File: config.mk
export PLATFORM = sky130hd
export DESIGN_NAME = apb_master_arbiter
export DESIGN_NICKNAME = d
export VERILOG_FILES = /design/src/rtl/apb_ctrl_pkg.sv /design/src/rtl/apb_master_arbiter_rr_arbiter.sv /design/src/rtl/apb_master_arbiter.sv
export SDC_FILE = /design/constraint.sdc
export NUM_CORES = 1
export LEC_CHECK = 0
export BUFFER_PORTS_ARGS = -buffer_cell sky130_fd_sc_hd__clkbuf_2
export CAP_MARGIN = 5
export CORE_MARGIN = 2
export CORE_UTILIZATION = 51
export DETAILED_ROUTE_END_ITERATION = 8
export MAX_ROUTING_LAYER = met4
export PLACE_DENSITY = 0.83
export SETUP_SLACK_MARGIN = 0.2
export SYNTH_ARGS = -nofsm -noshare
export SYNTH_HDL_FRONTEND = slang
export SYNTH_SLANG_ARGS = --single-unit
File: constraint.sdc
create_clock -name PCLK -period 3.8 [get_ports PCLK]
set_input_delay 1.14 -clock PCLK [delete_from_list [all_inputs] [get_ports PCLK]]
set_output_delay 1.14 -clock PCLK [all_outputs]
set_load 0.005 [all_outputs]
File: src/rtl/apb_ctrl_pkg.sv
// Shared definitions for the APB master/arbiter slice.
//   apb_state_e : APB protocol phase of the master FSM
//   APB_ADDR_W  : default APB address width
//   APB_DATA_W  : default APB data width
package apb_ctrl_pkg;

    localparam int APB_ADDR_W = 3;
    localparam int APB_DATA_W = 8;

    typedef enum logic [1:0] {
        ST_IDLE   = 2'b00,
        ST_SETUP  = 2'b01,
        ST_ACCESS = 2'b10
    } apb_state_e;

endpackage

File: src/rtl/apb_master_arbiter_rr_arbiter.sv
// Combinational round-robin arbiter.
// Searches req starting at ptr, wrapping NUM_REQ-1 -> 0, and returns the
// first requester found.
//   req       : request vector
//   ptr       : highest-priority requester index for this search
//   grant     : one-hot grant (all zero when no request)
//   grant_idx : binary index of the granted requester
//   any       : at least one request present
module rr_arbiter
    import apb_ctrl_pkg::*;
#(
    parameter int NUM_REQ = 2,
    parameter int IDX_W   = $clog2(NUM_REQ)
) (
    input  logic [NUM_REQ-1:0] req,
    input  logic [IDX_W-1:0]   ptr,
    output logic [NUM_REQ-1:0] grant,
    output logic [IDX_W-1:0]   grant_idx,
    output logic               any
);

    always_comb begin
        int unsigned cand;
        grant     = '0;
        grant_idx = '0;
        any       = 1'b0;
        cand      = 0;
        for (int unsigned i = 0; i < NUM_REQ; i++) begin
            cand = (32'(ptr) + i) % NUM_REQ;
            if (!any && req[cand[IDX_W-1:0]]) begin
                any                      = 1'b1;
                grant[cand[IDX_W-1:0]]   = 1'b1;
                grant_idx                = cand[IDX_W-1:0];
            end
        end
    end

endmodule

File: src/rtl/apb_master_arbiter.sv
// APB master shared by NUM_REQ requesters with round-robin arbitration.
// Sequences IDLE -> SETUP -> ACCESS, waits on PREADY for at most TIMEOUT
// ACCESS cycles and returns read data or a timeout error to the owner.
//   PCLK, PRESET          : clock, synchronous active-high reset
//   req_valid/req_ready   : per-requester request / one-hot accept pulse
//   req_write/addr/wdata  : packed per-requester payload
//   rsp_valid/rdata/err   : one-hot completion pulse, read data, timeout flag
//   PSEL..PWDATA          : APB master outputs
//   PRDATA, PREADY        : APB slave responses
// Every output is a flop; the payload latch drives the APB bus directly.
module apb_master_arbiter
    import apb_ctrl_pkg::*;
#(
    parameter int NUM_REQ = 2,
    parameter int ADDR_W  = APB_ADDR_W,
    parameter int DATA_W  = APB_DATA_W,
    parameter int TIMEOUT = 16
) (
    input  logic                      PCLK,
    input  logic                      PRESET,
    input  logic [NUM_REQ-1:0]        req_valid,
    output logic [NUM_REQ-1:0]        req_ready,
    input  logic [NUM_REQ-1:0]        req_write,
    input  logic [NUM_REQ*ADDR_W-1:0] req_addr,
    input  logic [NUM_REQ*DATA_W-1:0] req_wdata,
    output logic [NUM_REQ-1:0]        rsp_valid,
    output logic [DATA_W-1:0]         rsp_rdata,
    output logic                      rsp_err,
    output logic                      PSEL,
    output logic                      PENABLE,
    output logic                      PWRITE,
    output logic [ADDR_W-1:0]         PADDR,
    output logic [DATA_W-1:0]         PWDATA,
    input  logic [DATA_W-1:0]         PRDATA,
    input  logic                      PREADY
);

    localparam int IDX_W = $clog2(NUM_REQ);
    localparam int CNT_W = $clog2(TIMEOUT);

    apb_state_e           state, state_n;
    logic [IDX_W-1:0]     ptr, ptr_n;
    logic [IDX_W-1:0]     owner, owner_n;
    logic [CNT_W-1:0]     cnt, cnt_n;
    logic                 lat_write, lat_write_n;
    logic [ADDR_W-1:0]    lat_addr, lat_addr_n;
    logic [DATA_W-1:0]    lat_wdata, lat_wdata_n;
    logic                 psel_q, psel_n;
    logic                 penable_q, penable_n;
    logic [NUM_REQ-1:0]   req_ready_q, req_ready_n;
    logic [NUM_REQ-1:0]   rsp_valid_q, rsp_valid_n;
    logic [DATA_W-1:0]    rsp_rdata_q, rsp_rdata_n;
    logic                 rsp_err_q, rsp_err_n;

    logic [NUM_REQ-1:0]   grant;
    logic [IDX_W-1:0]     grant_idx;
    logic                 grant_any;

    rr_arbiter #(
        .NUM_REQ (NUM_REQ),
        .IDX_W   (IDX_W)
    ) u_rr (
        .req       (req_valid),
        .ptr       (ptr),
        .grant     (grant),
        .grant_idx (grant_idx),
        .any       (grant_any)
    );

    // Output flops are loaded with the values belonging to the next state,
    // so PSEL/PENABLE/req_ready/rsp_* appear in the same cycle as that state.
    always_comb begin
        state_n     = state;
        ptr_n       = ptr;
        owner_n     = owner;
        cnt_n       = cnt;
        lat_write_n = lat_write;
        lat_addr_n  = lat_addr;
        lat_wdata_n = lat_wdata;
        psel_n      = 1'b0;
        penable_n   = 1'b0;
        req_ready_n = '0;
        rsp_valid_n = '0;
        rsp_rdata_n = '0;
        rsp_err_n   = 1'b0;

        case (state)
            ST_IDLE: begin
                if (grant_any) begin
                    state_n     = ST_SETUP;
                    owner_n     = grant_idx;
                    ptr_n       = (grant_idx == IDX_W'(NUM_REQ - 1)) ? '0
                                                                     : grant_idx + IDX_W'(1);
                    lat_write_n = req_write[grant_idx];
                    lat_addr_n  = req_addr[32'(grant_idx) * ADDR_W +: ADDR_W];
                    lat_wdata_n = req_wdata[32'(grant_idx) * DATA_W +: DATA_W];
                    req_ready_n = grant;
                    psel_n      = 1'b1;
                    cnt_n       = '0;
                end
            end

            ST_SETUP: begin
                state_n   = ST_ACCESS;
                psel_n    = 1'b1;
                penable_n = 1'b1;
            end

            ST_ACCESS: begin
                if (PREADY) begin
                    state_n            = ST_IDLE;
                    rsp_valid_n[owner] = 1'b1;
                    rsp_rdata_n        = lat_write ? '0 : PRDATA;
                end else if (cnt == CNT_W'(TIMEOUT - 1)) begin
                    state_n            = ST_IDLE;
                    rsp_valid_n[owner] = 1'b1;
                    rsp_err_n          = 1'b1;
                end else begin
                    cnt_n     = cnt + CNT_W'(1);
                    psel_n    = 1'b1;
                    penable_n = 1'b1;
                end
            end

            default: state_n = ST_IDLE;
        endcase
    end

    always_ff @(posedge PCLK) begin
        if (PRESET) begin
            state       <= ST_IDLE;
            ptr         <= '0;
            owner       <= '0;
            cnt         <= '0;
            lat_write   <= 1'b0;
            lat_addr    <= '0;
            lat_wdata   <= '0;
            psel_q      <= 1'b0;
            penable_q   <= 1'b0;
            req_ready_q <= '0;
            rsp_valid_q <= '0;
            rsp_rdata_q <= '0;
            rsp_err_q   <= 1'b0;
        end else begin
            state       <= state_n;
            ptr         <= ptr_n;
            owner       <= owner_n;
            cnt         <= cnt_n;
            lat_write   <= lat_write_n;
            lat_addr    <= lat_addr_n;
            lat_wdata   <= lat_wdata_n;
            psel_q      <= psel_n;
            penable_q   <= penable_n;
            req_ready_q <= req_ready_n;
            rsp_valid_q <= rsp_valid_n;
            rsp_rdata_q <= rsp_rdata_n;
            rsp_err_q   <= rsp_err_n;
        end
    end

    assign PSEL      = psel_q;
    assign PENABLE   = penable_q;
    assign PWRITE    = lat_write;
    assign PADDR     = lat_addr;
    assign PWDATA    = lat_wdata;
    assign req_ready = req_ready_q;
    assign rsp_valid = rsp_valid_q;
    assign rsp_rdata = rsp_rdata_q;
    assign rsp_err   = rsp_err_q;

endmodule

==> metrics.md <==
| Metric | Value |
|---|---|
| Reported net switching power | 0.000284 W |
| Ant. Diodes | 0 |
| Post-route total power | 0.000894 W |
| Worst slack after detailed placement | 1.20 ns |
| Buffer levels on the longest clock path | 2 |
| Total of flip-flops plus latches after synthesis | 35 |
| FP Rows | 20 |
| Vias in the first global route | 1230 |
| Proportion of layout cells with a drive suffix above 1 | 0.356 |
| Distinct cells, synth | 38 |
| Vias per Instance | 5.12 |
| Fin Setup TNS | 0 ns |
| Maximum vdd drop | 0.246 mV |
| Beginning of the worst hold path | owner$_SDFFE_PP0P_ |
| TritonCTS clock tree | built |
| Total die area | approximately 3600 sq um |
| Die width | 60.3 um |
| Total standard cell area after synthesis | 1610 sq um |
| Global-route wire length before repair | 5490 um |
| Internal Power | 0.000610 W |
| Worst setup path category | in2reg |
| Post-route non-filler standard cell count | 269 |
| Proportion of netlist area held by the largest area contributor | 0.434 |
| Root Buffer | sky130_fd_sc_hd__clkbuf_4 |
| Power per cell area | 454 nW/um^2 |
| Final Skew | between 0.008 and 0.009 ns |
| Number of nets in the synthesized netlist | 210 |
| Final-report hold violation count | 0 |
| Pin count of the biggest net entering global routing | 32 |
| IO Pins | 64 |
| Transition time of the tightest slew-check pin | between 0.7 and 0.8 ns |
| Fin nets | 268 |
| Clock latency of the later-clocked register in the worst-skew pair | 0.35 ns |
| Critical Path Source Type | input pin |
| Total count of max-transition violations in the final report | 0 |
| WP data arrival | 2.48 ns |
| Maxcap violations | 0 |
| Clock network power share | 0.218 |
| Clock sink count | 35 |
| Period utilization | 0.585 |
| Switching share of power | 0.318 |
| Global-route total usage across every layer | 0.212 |
| Dpl hpwl | 2410 um |
| Core area | about 3000 sq um |
| Unrepaired setup endpoints after global routing | no |
| Worst hold path class | reg2reg |
| WL/cell | 12.5 um |
| Count of buffers from port buffering | 63 |
| Sequential cell area fraction in the yosys report | 0.434 |
| Share of power burned in registers | 0.495 |
| Post-Synthesis Cells | 166 |
| Slowest cell delay on critical path | 0.67 ns |
| Drc violations | 0 |
| Run status | finished, final reports clean |
| Total placed cells including tap cells | 261 |
| Static leakage | 0.865 nW |
| Launching point of the worst reg2reg path | state[1]$_SDFFE_PP0P_ |
| TritonCTS Buffers | 5 |
| Post-route ant nets | 0 |
| Relative area change from synthesis to final layout | 21.9% |
| Combinational fraction of design power | 0.287 |
| Critical path origin | req_valid[1] |
| Initial standard-cell utilization of the core | 0.533 |
| Final core utilization | 0.650 |
| Hold-fix buffers, CTS | 0 |
| Clock transition at path regs | 0.10 ns |
| Top cell type by total area after synthesis | sky130_fd_sc_hd__dfxtp_1 |
| Total wirelength of the detailed-routed design | 3360 um |
| Mean area per synthesized cell | between 9 and 10 sq um |
| Worst slew margin relative to its limit | 0.517 |
| Crit path time final | between 2 and 2.5 ns |
| Via count | 1376 |
| Total congestion overflow after global routing | 0 |
| Top cells by area in the synthesized netlist | sky130_fd_sc_hd__dfxtp_1, sky130_fd_sc_hd__a311oi_1, sky130_fd_sc_hd__nand3b_1 |
| CP Max Fanout | 24 |
| Number of instances resized during post-cts repair | 0 |
| Max frequency | 450 MHz |
| Total of endpoints with negative setup slack in the final report | 0 |
| Number of post-CTS setup repair buffers | 0 |
| Number of antenna violations at the first check in global routing | 0 |
| Pre-Repair DR Iteration Count | 4 |
| Die boundary height | 60.3 um |
| Final weighted congestion in routability-driven placement | 0.795 |
| Number of filler instances in the final layout | 268 |
| Chain of cells forming the critical path | clkbuf_2, o21a_1, nor2_1, a311oi_1 |
| Nature of the critical path endpoint | flop |
| Slowest stage cell on the critical path | sky130_fd_sc_hd__o21a_1 |
| Yosys warning total | 0 |
| Fin worst setup slack | 1.58 ns |
| Level count of the clock H-tree | 2 |
| Required time at the worst-slack endpoint | 4.05 ns |
| Detailed router's first-iteration violation count | 22 |
[cell type report]
class / count / area, sq um / share of cell area
Timing Repair Buffer: 63 / 315 / 0.160
Tap cell: 44 / 55.1 / 0.0280
Clock inverter: 1 / 5.00 / 0.00254
Inverter: 5 / 18.8 / 0.00954
Multi-Input combinational cell: 114 / 827 / 0.420
Clock buffer: 7 / 45.0 / 0.0229
Sequential cell: 35 / 701 / 0.356
[registers in the layout (all words and copies together), names as in the netlist]
signal     flops
PADDR          3
PENABLE        1
PSEL           1
PWDATA         8
PWRITE         1
cnt            4
owner          1
ptr            1
req_ready      2
rsp_err        1
rsp_rdata      8
rsp_valid      2
state          2
[critical path: cells and delay by family]
kind,cells,cell delay (ns)
AO/OA/AOI/OAI,2,0.95
buffers and inverters,1,0.31
AND/OR/NAND/NOR,1,0.08
[final timing paths]
path | endpoint | slack, ns | cells past startpoint
worst max register to register | PWDATA[1]$_SDFFE_PP0P_ | 1.92 | 5
worst max-delay path | PWDATA[1]$_SDFFE_PP0P_ | 1.58 | 4
worst min register to register | rsp_valid[1]$_SDFF_PP0_ | 0.48 | 2
worst min-delay path | rsp_valid[1]$_SDFF_PP0_ | 0.48 | 2
[metrics by stage]
| stage | hold slack (ns) | cell area (sq um) |
|---|---|---|
| after detailed placement | 0.466 | 1920 |
| after CTS | 0.486 | 1970 |
| final | 0.477 | 1970 |
| after global placement | 0.444 | 1920 |
| after global routing | 0.505 | 1970 |
| after floorplan | 0.412 | 1610 |
[power by group through the flow]
stage / combinational, W / sequential [W] / clock, W
3_5_place_dp: 0.000257 / 0.000451 / 0
5_1_grt: 0.000291 / 0.000448 / 0.000211
3_3_place_gp: 0.000252 / 0.000451 / 0
4_1_cts: 0.000258 / 0.000442 / 0.000199
6_report: 0.000256 / 0.000442 / 0.000195
2_1_floorplan: 0.000184 / 0.000450 / 0
[per-layer routing]
| metal | global-route usage | up-vias | share of wire |
|---|---|---|---|
| li1 | - | 714 | - |
| met1 | 0.259 | 611 | 0.43 |
| met2 | 0.315 | 46 | 0.49 |
| met3 | 0.0714 | 5 | 0.068 |
| met4 | 0.0952 | 0 | 0.017 |
| met5 | - | - | 0 |
[placed cells by master, fill, tap and decap left out, drive strengths merged, types with 2 or more instances in the layout]
cell type	n
nand3b	14
inv	5
a211oi	3
o21ai	15
clkbuf	70
a21oi	4
and2	8
dfxtp	35
nand2b	7
and3	2
nor4b	2
ha	7
a41oi	2
or3b	2
or2	2
nand2	3
nor2	14
nand3	2
nand4	2
a311oi	13
mux2i	2
[logic make-up after synthesis]
group / Yosys count / synth area share
flip-flops: 35 / 0.434
buffers and inverters: 17 / 0.0535
AND/OR/NAND/NOR: 63 / 0.251
multiplexers: 2 / 0.0124
AO/OA/AOI/OAI: 42 / 0.195
adder cells (fa/ha/maj): 7 / 0.0543
[Yosys cell counts]
cell type                  number
sky130_fd_sc_hd__a311oi_1      13
sky130_fd_sc_hd__a211oi_1       1
sky130_fd_sc_hd__buf_2          3
sky130_fd_sc_hd__o21ai_1       12
sky130_fd_sc_hd__nor2_1        14
sky130_fd_sc_hd__nand3b_1      14
sky130_fd_sc_hd__o21ai_0        3
sky130_fd_sc_hd__and3_4         1
sky130_fd_sc_hd__dfxtp_1       35
sky130_fd_sc_hd__buf_6          1
sky130_fd_sc_hd__a21boi_4       1
sky130_fd_sc_hd__and2_1         8
sky130_fd_sc_hd__or2_2          2
sky130_fd_sc_hd__nand4_1        2
sky130_fd_sc_hd__inv_1          5
sky130_fd_sc_hd__and4_4         1
sky130_fd_sc_hd__nor4b_1        2
sky130_fd_sc_hd__clkbuf_1       5
sky130_fd_sc_hd__nor3b_1        1
sky130_fd_sc_hd__a211oi_2       2
sky130_fd_sc_hd__nand2_1        3
sky130_fd_sc_hd__o32ai_2        1
sky130_fd_sc_hd__mux2i_1        2
sky130_fd_sc_hd__nand3_1        2
sky130_fd_sc_hd__a41oi_1        2
sky130_fd_sc_hd__and3_1         1
sky130_fd_sc_hd__or3b_1         1
sky130_fd_sc_hd__or3b_4         1
sky130_fd_sc_hd__and2b_1        1
sky130_fd_sc_hd__o21a_1         1
sky130_fd_sc_hd__a21oi_1        4
sky130_fd_sc_hd__ha_1           7
sky130_fd_sc_hd__a31oi_1        1
sky130_fd_sc_hd__nor2b_4        1
sky130_fd_sc_hd__buf_4          3
sky130_fd_sc_hd__nand2b_1       7
sky130_fd_sc_hd__o22ai_1        1
sky130_fd_sc_hd__and4bb_2       1
Power figures use the tool's default switching activity.
